File: config.mk
export PLATFORM = sky130hd
export DESIGN_NAME = decode_sb_stage
export DESIGN_NICKNAME = d
export VERILOG_FILES = /design/src/rtl/lc3b_pipe_pkg.sv /design/src/rtl/sb_counter_bank.sv /design/src/rtl/decode_sb_stage.sv
export SDC_FILE = /design/constraint.sdc
export NUM_CORES = 1
export LEC_CHECK = 0
export CORE_AREA = 3 3 175 194
export DETAILED_ROUTE_END_ITERATION = 10
export DIE_AREA = 0 0 178 197
export SYNTH_ARGS = -nofsm -noshare
export SYNTH_HDL_FRONTEND = slang
export SYNTH_SLANG_ARGS = --single-unit
File: constraint.sdc
create_clock -name clk -period 4.1 [get_ports clk]
set_input_delay 0.41 -clock clk [delete_from_list [all_inputs] [get_ports clk]]
set_output_delay 0.41 -clock clk [all_outputs]
set_load 0.005 [all_outputs]
File: src/rtl/lc3b_pipe_pkg.sv
// Shared LC-3b pipeline definitions: control-store field positions, opcodes and IR field helpers.
package lc3b_pipe_pkg;

  localparam int SR1_NEEDED = 22;
  localparam int SR2_NEEDED = 21;
  localparam int DR_MUX     = 20;
  localparam int BR_OP      = 10;
  localparam int BR_STALL   = 7;
  localparam int LD_REG     = 1;
  localparam int LD_CC      = 0;

  // Only the low AGEX_CS_W bits travel past decode; the top fields are decode-only.
  localparam int AGEX_CS_W  = 20;

  localparam logic [3:0] OP_BR   = 4'h0;
  localparam logic [3:0] OP_ADD  = 4'h1;
  localparam logic [3:0] OP_LDB  = 4'h2;
  localparam logic [3:0] OP_STB  = 4'h3;
  localparam logic [3:0] OP_JSR  = 4'h4;
  localparam logic [3:0] OP_AND  = 4'h5;
  localparam logic [3:0] OP_LDW  = 4'h6;
  localparam logic [3:0] OP_STW  = 4'h7;
  localparam logic [3:0] OP_RTI  = 4'h8;
  localparam logic [3:0] OP_XOR  = 4'h9;
  localparam logic [3:0] OP_JMP  = 4'hC;
  localparam logic [3:0] OP_SHF  = 4'hD;
  localparam logic [3:0] OP_LEA  = 4'hE;
  localparam logic [3:0] OP_TRAP = 4'hF;

  // Stores read their data register from ir[11:9]; ir[13] separates them from ALU ops.
  function automatic logic [2:0] sr2_field(input logic [15:0] ir);
    return ir[13] ? ir[11:9] : ir[2:0];
  endfunction

endpackage

File: src/rtl/sb_counter_bank.sv
// Bank of N saturating up/down in-flight write counters with zero/one/max flags, updated every edge.
// Simultaneous inc and dec leave an entry unchanged; a retire against an empty entry is flagged in simulation.
module sb_counter_bank #(
  parameter int N     = 9,
  parameter int CNT_W = 2
) (
  input  logic         clk,
  input  logic         reset_n,
  input  logic [N-1:0] inc,
  input  logic [N-1:0] dec,
  output logic [N-1:0] is_zero,
  output logic [N-1:0] is_one,
  output logic [N-1:0] is_max
);

  localparam logic [CNT_W-1:0] CNT_MAX = '1;
  localparam logic [CNT_W-1:0] CNT_ONE = CNT_W'(1);

  logic [CNT_W-1:0] cnt [N];

  always_ff @(posedge clk or negedge reset_n) begin
    if (!reset_n) begin
      for (int i = 0; i < N; i++) cnt[i] <= '0;
    end else begin
      for (int i = 0; i < N; i++) begin
        if (inc[i] && !dec[i] && cnt[i] != CNT_MAX) cnt[i] <= cnt[i] + CNT_ONE;
        else if (dec[i] && !inc[i] && cnt[i] != '0) cnt[i] <= cnt[i] - CNT_ONE;
      end
    end
  end

  always_comb begin
    is_zero = '0;
    is_one  = '0;
    is_max  = '0;
    for (int i = 0; i < N; i++) begin
      is_zero[i] = (cnt[i] == '0);
      is_one[i]  = (cnt[i] == CNT_ONE);
      is_max[i]  = (cnt[i] == CNT_MAX);
    end
  end

  // A writeback with nothing outstanding means the producer side lost track of its issues.
  always @(posedge clk) begin
    for (int i = 0; i < N; i++) begin
      if (reset_n) assert (!(dec[i] && is_zero[i]))
        else $error("sb_counter_bank: retire on empty entry %0d", i);
    end
  end

endmodule

File: src/rtl/decode_sb_stage.sv
// LC-3b decode: DE latch, regfile, counter scoreboards, registered AGEX latch; issue lands in AGEX 1 cycle after DE.
// Hazards or mem_stall hold DE (de_stall); mem_stall also freezes AGEX. DECODE_BYPASS_EN forwards same-cycle writeback.
module decode_sb_stage
  import lc3b_pipe_pkg::*;
#(
  parameter  int DATA_W   = 16,
  parameter  int NUM_REGS = 8,
  parameter  int CS_W     = 23,
  parameter  int CNT_W    = 2,
  localparam int RID_W    = $clog2(NUM_REGS)
) (
  input  logic                 clk,
  input  logic                 reset_n,
  input  logic                 fe_v,
  input  logic [DATA_W-1:0]    fe_ir,
  input  logic [DATA_W-1:0]    fe_npc,
  input  logic                 flush,
  input  logic                 mem_stall,
  output logic [5:0]           cs_addr,
  input  logic [CS_W-1:0]      cs_bits,
  input  logic                 wb_v,
  input  logic                 wb_ld_reg,
  input  logic                 wb_ld_cc,
  input  logic [RID_W-1:0]     wb_drid,
  input  logic [DATA_W-1:0]    wb_data,
  output logic                 de_stall,
  output logic                 v_de_br_stall,
  output logic                 agex_v,
  output logic [DATA_W-1:0]    agex_npc,
  output logic [DATA_W-1:0]    agex_ir,
  output logic [DATA_W-1:0]    agex_sr1,
  output logic [DATA_W-1:0]    agex_sr2,
  output logic [RID_W-1:0]     agex_drid,
  output logic [AGEX_CS_W-1:0] agex_cs
);

  localparam int CC = NUM_REGS;  // last scoreboard entry tracks the condition codes

  logic              de_v;
  logic [DATA_W-1:0] de_ir;
  logic [DATA_W-1:0] de_npc;
  logic [DATA_W-1:0] rf [NUM_REGS];

  logic [RID_W-1:0]  sr1, sr2, dr;
  logic [NUM_REGS:0] sb_inc, sb_dec, sb_zero, sb_one, sb_max;
  logic              fwd1, fwd2, fwd_cc;
  logic              busy1, busy2, busy_cc;
  logic              dep_stall, issue;
  logic [DATA_W-1:0] sr1_val, sr2_val;

  assign cs_addr = {de_ir[15:11], de_ir[5]};
  assign sr1     = RID_W'(de_ir[8:6]);
  assign sr2     = RID_W'(sr2_field(de_ir));
  assign dr      = cs_bits[DR_MUX] ? RID_W'(NUM_REGS - 1) : RID_W'(de_ir[11:9]);

  always_comb begin
`ifdef DECODE_BYPASS_EN
    // A last outstanding write retiring this cycle can be consumed straight off the writeback bus.
    fwd1   = wb_v & wb_ld_reg & (wb_drid == sr1) & sb_one[sr1];
    fwd2   = wb_v & wb_ld_reg & (wb_drid == sr2) & sb_one[sr2];
    fwd_cc = wb_v & wb_ld_cc & sb_one[CC];
`else
    fwd1   = 1'b0;
    fwd2   = 1'b0;
    fwd_cc = 1'b0;
`endif
    busy1   = ~sb_zero[sr1] & ~fwd1;
    busy2   = ~sb_zero[sr2] & ~fwd2;
    busy_cc = ~sb_zero[CC] & ~fwd_cc;
    sr1_val = fwd1 ? wb_data : rf[sr1];
    sr2_val = fwd2 ? wb_data : rf[sr2];
  end

  assign dep_stall = de_v & ((cs_bits[SR1_NEEDED] & busy1)
                           | (cs_bits[SR2_NEEDED] & busy2)
                           | (cs_bits[BR_OP] & busy_cc)
                           | (cs_bits[LD_REG] & sb_max[dr])
                           | (cs_bits[LD_CC] & sb_max[CC]));
  assign issue         = de_v & ~dep_stall & ~mem_stall & ~flush;
  assign de_stall      = de_v & (dep_stall | mem_stall);
  assign v_de_br_stall = de_v & cs_bits[BR_STALL];

  always_comb begin
    sb_inc = '0;
    sb_dec = '0;
    for (int r = 0; r < NUM_REGS; r++) begin
      sb_inc[r] = issue & cs_bits[LD_REG] & (dr == RID_W'(r));
      sb_dec[r] = wb_v & wb_ld_reg & (wb_drid == RID_W'(r));
    end
    sb_inc[CC] = issue & cs_bits[LD_CC];
    sb_dec[CC] = wb_v & wb_ld_cc;
  end

  sb_counter_bank #(
    .N     (NUM_REGS + 1),
    .CNT_W (CNT_W)
  ) u_sb (
    .clk     (clk),
    .reset_n (reset_n),
    .inc     (sb_inc),
    .dec     (sb_dec),
    .is_zero (sb_zero),
    .is_one  (sb_one),
    .is_max  (sb_max)
  );

  always_ff @(posedge clk or negedge reset_n) begin
    if (!reset_n) begin
      for (int r = 0; r < NUM_REGS; r++) rf[r] <= '0;
    end else if (wb_v && wb_ld_reg) begin
      rf[wb_drid] <= wb_data;
    end
  end

  // Flush only squashes DE; nothing younger has reached the scoreboard.
  always_ff @(posedge clk or negedge reset_n) begin
    if (!reset_n) begin
      de_v   <= 1'b0;
      de_ir  <= '0;
      de_npc <= '0;
    end else if (flush) begin
      de_v   <= 1'b0;
    end else if (!de_stall) begin
      de_v   <= fe_v;
      de_ir  <= fe_ir;
      de_npc <= fe_npc;
    end
  end

  always_ff @(posedge clk or negedge reset_n) begin
    if (!reset_n) begin
      agex_v    <= 1'b0;
      agex_npc  <= '0;
      agex_ir   <= '0;
      agex_sr1  <= '0;
      agex_sr2  <= '0;
      agex_drid <= '0;
      agex_cs   <= '0;
    end else if (!mem_stall) begin
      agex_v    <= issue;
      agex_npc  <= de_npc;
      agex_ir   <= de_ir;
      agex_sr1  <= sr1_val;
      agex_sr2  <= sr2_val;
      agex_drid <= dr;
      agex_cs   <= cs_bits[AGEX_CS_W-1:0];
    end
  end

endmodule

Word level (Yosys, flattened, before mapping)
Index checks and enable logic that the tools add are counted.
W data, S select, Z words.

operators by class
  add/sub/neg operators = 18
  multipliers = 0
  divide/modulo/power cells = 0
  order comparisons = 7
  equal/unequal tests = 33
  shifts and indexed selects = 0
  muxes and demuxes = 37
  bitwise logic cells = 46
  reduce and logical (&&, ||, !) cells = 86

operators with widths
  cell                   count
  $bwmux W128            1
  $bmux W16 S3           2
  $mux W16               5
  $demux W16 S3          1
  $logic_and A1 B1 Y1    38
  $mux W2                18
  $reduce_bool A2 Y1     18
  $and A1 B1 Y1          31
  $eq A3 B3 Y1 const B   8
  $ne A2 B2 Y1 const B   10
  $add A2 B1 Y2 const B  9
  $eq A2 B2 Y1 const B   9
  $logic_not A1 Y1       18
  $logic_not A2 Y1       9
  $sub A2 B1 Y2 const B  9
  $lt A3 B5 Y1 const B   3
  $eq A3 B2 Y1 const B   4
  $ge A4 B4 Y1 const B   3
  $not A3 Y4             3
  $bmux W1 S3            3
  $not A1 Y1             7
  $eq A3 B1 Y1 const B   2
  $logic_not A3 Y1       2
  $mux W3                2
  4 further kinds        12

word-level totals
  register bits after elaboration = 267
  latch bits = 0
  RAM bits = 0
  memory bits (read-only) = 0
  bits of input ports = 82
  output and inout bits = 96
  logic and storage cells = 254
  memories = 0

Longest topological paths before layout
  word-level depth = 21
  mapped depth = 11
  mapped depth without buffers = 7

Modules after synthesis
From an unflattened synthesis, not the netlist that was laid out.

unflattened totals
  cell total of the unflattened synthesis = 1271
  area total of the unflattened synthesis = 13824.5 um^2

by module, submodules not included
  module           times used  cells each  area each (um^2)  sequential area each (um^2)
  decode_sb_stage  1           1118        12375.6           6231.0
  sb_counter_bank  1           153         1448.9            450.4

Worst setup path after synthesis
No wires, ideal clock.

  path type = reg-to-reg
  start point = register de_ir[13]
  end point = register de_ir[0]
  library setup time = 0.125 ns
  arrival time = 2.434 ns
  data required time = 3.975 ns
  slack = 1.540 ns
  cell stages (with the launch flop) = 12
  buffers on the path = 4
  clock period less this slack = 2.560 ns
  cell sequence = dfrtp_1 buf_6 mux2i_1 buf_2 nor3_1 a2111oi_0 o31a_2 o21a_1 or2_1 buf_4 buf_6 mux2_4

between the ends
  cells in the longest elaborated chain, start to end = 14

RTL lines
  element                        line                    text
  start, declared                decode_sb_stage.sv:40   logic [DATA_W-1:0] de_ir;
  start signal, assigned         decode_sb_stage.sv:125  de_ir <= fe_ir;
  $mux W3                        lc3b_pipe_pkg.sv:32     return ir[13] ? ir[11:9] : ir[2:0];
  $bmux W1 S3                    decode_sb_stage.sv:68   busy2 = ~sb_zero[sr2] & ~fwd2;
  $mux W1 (not written as such)  decode_sb_stage.sv:68
  $not A1 Y1                     decode_sb_stage.sv:68
  $and A1 B1 Y1                  decode_sb_stage.sv:75   | (cs_bits[SR2_NEEDED] & busy2)
  $or A1 B1 Y1                   decode_sb_stage.sv:75
  $or A1 B1 Y1                   decode_sb_stage.sv:76   | (cs_bits[BR_OP] & busy_cc)
  $or A1 B1 Y1                   decode_sb_stage.sv:77   | (cs_bits[LD_REG] & sb_max[dr])
  $or A1 B1 Y1                   decode_sb_stage.sv:78   | (cs_bits[LD_CC] & sb_max[CC]));
  $and A1 B1 Y1                  decode_sb_stage.sv:74   assign dep_stall = de_v & ((cs_bits[SR1_NEEDED] & busy1)
  $or A1 B1 Y1                   decode_sb_stage.sv:80   assign de_stall = de_v & (dep_stall | mem_stall);
  $and A1 B1 Y1                  decode_sb_stage.sv:80
  via de_stall                   decode_sb_stage.sv:26   output logic de_stall,
  $not A1 Y1 (no line)           n/a
  $reduce_and A2 Y1 (no line)    n/a

The timed path passes the listed nets, and every way through them passes these cells. The select of a mux whose other input is x is not followed.
A chain may end at the register's enable or synchronous reset.

Worst setup path in the final report
  start point = register de_ir[13]
  end point = output de_stall

between the ends
  cells in the longest elaborated chain, start to end = 12

RTL lines
  element                        line
  $mux W3                        lc3b_pipe_pkg.sv:32
  $bmux W1 S3                    decode_sb_stage.sv:68
  $mux W1 (not written as such)  decode_sb_stage.sv:68
  $not A1 Y1                     decode_sb_stage.sv:68
  $and A1 B1 Y1                  decode_sb_stage.sv:75
  $or A1 B1 Y1                   decode_sb_stage.sv:75
  $or A1 B1 Y1                   decode_sb_stage.sv:76
  $or A1 B1 Y1                   decode_sb_stage.sv:77
  $or A1 B1 Y1                   decode_sb_stage.sv:78
  $and A1 B1 Y1                  decode_sb_stage.sv:74
  $or A1 B1 Y1                   decode_sb_stage.sv:80
  $and A1 B1 Y1                  decode_sb_stage.sv:80
  end, declared                  decode_sb_stage.sv:26

Every way passes these cells. The select of a mux whose other input is x is not followed.

==> results.json <==
{
  "status": "finished clean",
  "drt-vias-per-instance": 5.356,
  "fin_util": 0.4978,
  "slew_viol_final": 0,
  "synth_edf_count": 0,
  "grt_max_degree": 109,
  "tightest_slew_ns": 0.9754,
  "place_ws_ns": 0.8773,
  "leakage_nw": 6.999,
  "async_flop_share": 1.000,
  "wl_per_cell_um": 20.01,
  "area_delta_synth_final_pct": 26.03,
  "synth_area_um2": 12720,
  "overflow": 0,
  "fp.dieH_um": 197,
  "power.density_nw_per_um2": 557.0,
  "startpoint_type": "flop",
  "max-slew-margin-rel": 0.3497,
  "rsz0062_at_grt": "false",
  "synthesis.nets": 1077,
  "tns_ns": 0,
  "start_util": 0.3950,
  "core_area_um2": 32200,
  "setup_slack_ns": 0.5806,
  "vias": 8585,
  "drv_cap": 0,
  "yosysWarnings": 0,
  "std_cell_rows": 69,
  "clock_sinks": 267,
  "nFillCells": 2866,
  "drc_errors": 0,
  "synth.distinct_cells": 53,
  "root_buffer": "clkbuf_16",
  "clk_pin_slew_ns": 0.06,
  "fin_crit_ns": 3.519,
  "synth_top_area_cell": "dfrtp_1",
  "hp-class": "in -> reg",
  "synth_top_area_frac": 0.5252,
  "crit_required_ns": 3.69,
  "cts_resized": 0,
  "finalSetupViolations": 0,
  "syn_inst": 995,
  "cp-end-kind": "primary output",
  "grt_usage": 0.1807,
  "synthTopCellsByArea": "dfrtp_1 53%, mux2_2 12%, mux4_2 11%, nand2_1 5.8%, mux2_4 3.5%",
  "max_freq_ghz": 0.2841,
  "worst-path-max-fanout": 8,
  "worstSetupPathType": "reg -> out",
  "io_pins": 178,
  "hpwl_um": 20550,
  "htreeDepth": 1,
  "peakVddDrop_mv": 0.3495,
  "cts_tree": "built",
  "hold_viol_final": 0,
  "ys_ff_latch": 267,
  "grt_pass1_vias": 8732,
  "port_buffers": 177,
  "die_area_um2": 35070,
  "cts_hold_buf": 1,
  "drive_gt1_frac": 0.2668,
  "worstSkewPairLatency_ns": 0.55,
  "drtIter0Drc": 589,
  "grt_pass1_wl_um": 50050,
  "diodes": 0,
  "seqCellArea_um2": 6683,
  "die_x_um": 178,
  "final_nets": 1236,
  "avgSynthCellArea_um2": 12.78,
  "clockBufferDepth": 3,
  "post-route-period-util": 0.8584,
  "ys.flop_type": "dfrtp_1",
  "totalWireLength_um": 32080,
  "gp_congestion": 0.8472,
  "dr.pass1.iters": 5,
  "synth_seq_area_share": 0.5252,
  "multiInputGateArea_um2": 5743,
  "skew_ns": 0.01136,
  "timing.critical_path.arrival_ns": 3.11,
  "cts_inserted_buffers": 30,
  "antenna_found_initial": 1,
  "postRouteAntennaNets": 0,
  "postCtsSetupBuffers": 0
}
-- final cells by class --
cell class | count | area share
Timing Repair Buffer | 200 | 0.1239
Clock buffer | 39 | 0.05338
Multi-Input combinational cell | 650 | 0.3582
Inverter | 5 | 0.001171
Tap cell | 426 | 0.03325
Sequential cell | 267 | 0.4168
Clock inverter | 16 | 0.01319
-- flip-flops by register name, summed over array words and instances (netlist names) --
register,cells
agex_cs,20
agex_drid,3
agex_ir,16
agex_npc,16
agex_sr1,16
agex_sr2,16
agex_v,1
de_ir,16
de_npc,16
de_v,1
rf,128
u_sb.cnt,18
-- cell usage after synthesis (all sizes together), types with 6 or more instances --
cell      n
nor2     19
a21oi    12
mux2    165
nor3      9
nand2   197
o21ai    44
nand3     7
buf      24
nor4      7
mux4     64
dfrtp   267
nor3b     6
mux2i    37
and3      6
clkbuf   49
-- per-stage QoR --
step / total power (W) / hold slack (ns) / area, µm² / std cells
3_5_place_dp: 0.006150 / 0.4742 / 14950 / 1547
3_3_place_gp: 0.006104 / 0.4675 / 14950 / 1547
6_report: 0.008930 / 0.4556 / 16030 / 1603
5_1_grt: 0.009422 / 0.4436 / 16030 / 1603
2_1_floorplan: 0.005060 / 0.1144 / 12720 / 995
4_1_cts: 0.009052 / 0.4353 / 16030 / 1603
-- path summary, 6_finish.rpt --
kind                              start  slack (ns)      endpoint  depth (start not counted)
setup reg to reg              de_ir[13]        0.87      de_ir[9]                          8
min in group asynchronous       reset_n        0.49   agex_npc[5]                          2
hold / removal                    flush        0.46          de_v                          2
setup / recovery              de_ir[13]        0.58      de_stall                          6
max in group asynchronous       reset_n        2.66    agex_ir[5]                          3
hold reg to reg            agex_drid[0]        0.48  agex_drid[0]                          2
-- critical path: stages (launching register included) --
cell and delay [ns]:
dfrtp_1 0.62, mux2i_4 0.41, nor3_1 0.09, a2111oi_0 0.42, o31a_2 0.28, o21a_1 0.18, clkdlybuf4s50_1 0.56
-- power by group --
part / switching [W] / leakage (nW) / internal, W
clock network: 0.00107 / 0.532 / 0.00178
registers: 0.000454 / 3.28 / 0.00323
logic: 0.000925 / 3.18 / 0.00147
total: 0.00245 / 7.00 / 0.00648
-- layout by cell type (no fill, tap or decap), types with 4 or more instances in the layout --
cell type / netlist / final
a2111oi_0: 4 / 4
a21o_1: 5 / 5
a21oi_1: 12 / 12
a22oi_1: 4 / 4
a31oi_1: 4 / 4
and2_1: 5 / 5
and3_1: 6 / 6
buf_4: 7 / 20
bufinv_16: 0 / 5
clkbuf_16: 0 / 31
clkbuf_8: 0 / 5
clkdlybuf4s50_1: 0 / 175
clkinv_2: 0 / 9
dfrtp_1: 267 / 266
inv_1: 5 / 5
mux2_1: 4 / 4
mux2_2: 131 / 131
mux2_4: 30 / 30
mux2i_1: 37 / 34
mux4_2: 64 / 64
nand2_1: 197 / 197
nand3_1: 7 / 7
nand3b_1: 4 / 4
nand4_1: 4 / 4
nor2_1: 19 / 19
nor2b_1: 5 / 5
nor3_1: 8 / 7
nor3b_1: 6 / 5
nor4_1: 5 / 5
o21ai_0: 44 / 44
xnor2_1: 5 / 5
-- per-layer routing --
layer | share of wire | vias to the layer above | global-route usage
li1 | - | 3900 | -
met1 | 0.44 | 4322 | 0.2516
met2 | 0.47 | 313 | 0.2909
met3 | 0.075 | 48 | 0.03834
met4 | 0.019 | 2 | 0.04393
met5 | 0.00041 | - | 0
-- cell families after synthesis --
family          after synthesis  share of synthesized area
compound gates               95                    0.04662
xor+xnor                      6                   0.004131
buf+inv                      78                    0.02803
flops                       267                     0.5252
mux                         266                     0.2973
simple gates                283                    0.09865
Note: power is estimated with default switching activity, not from simulation.
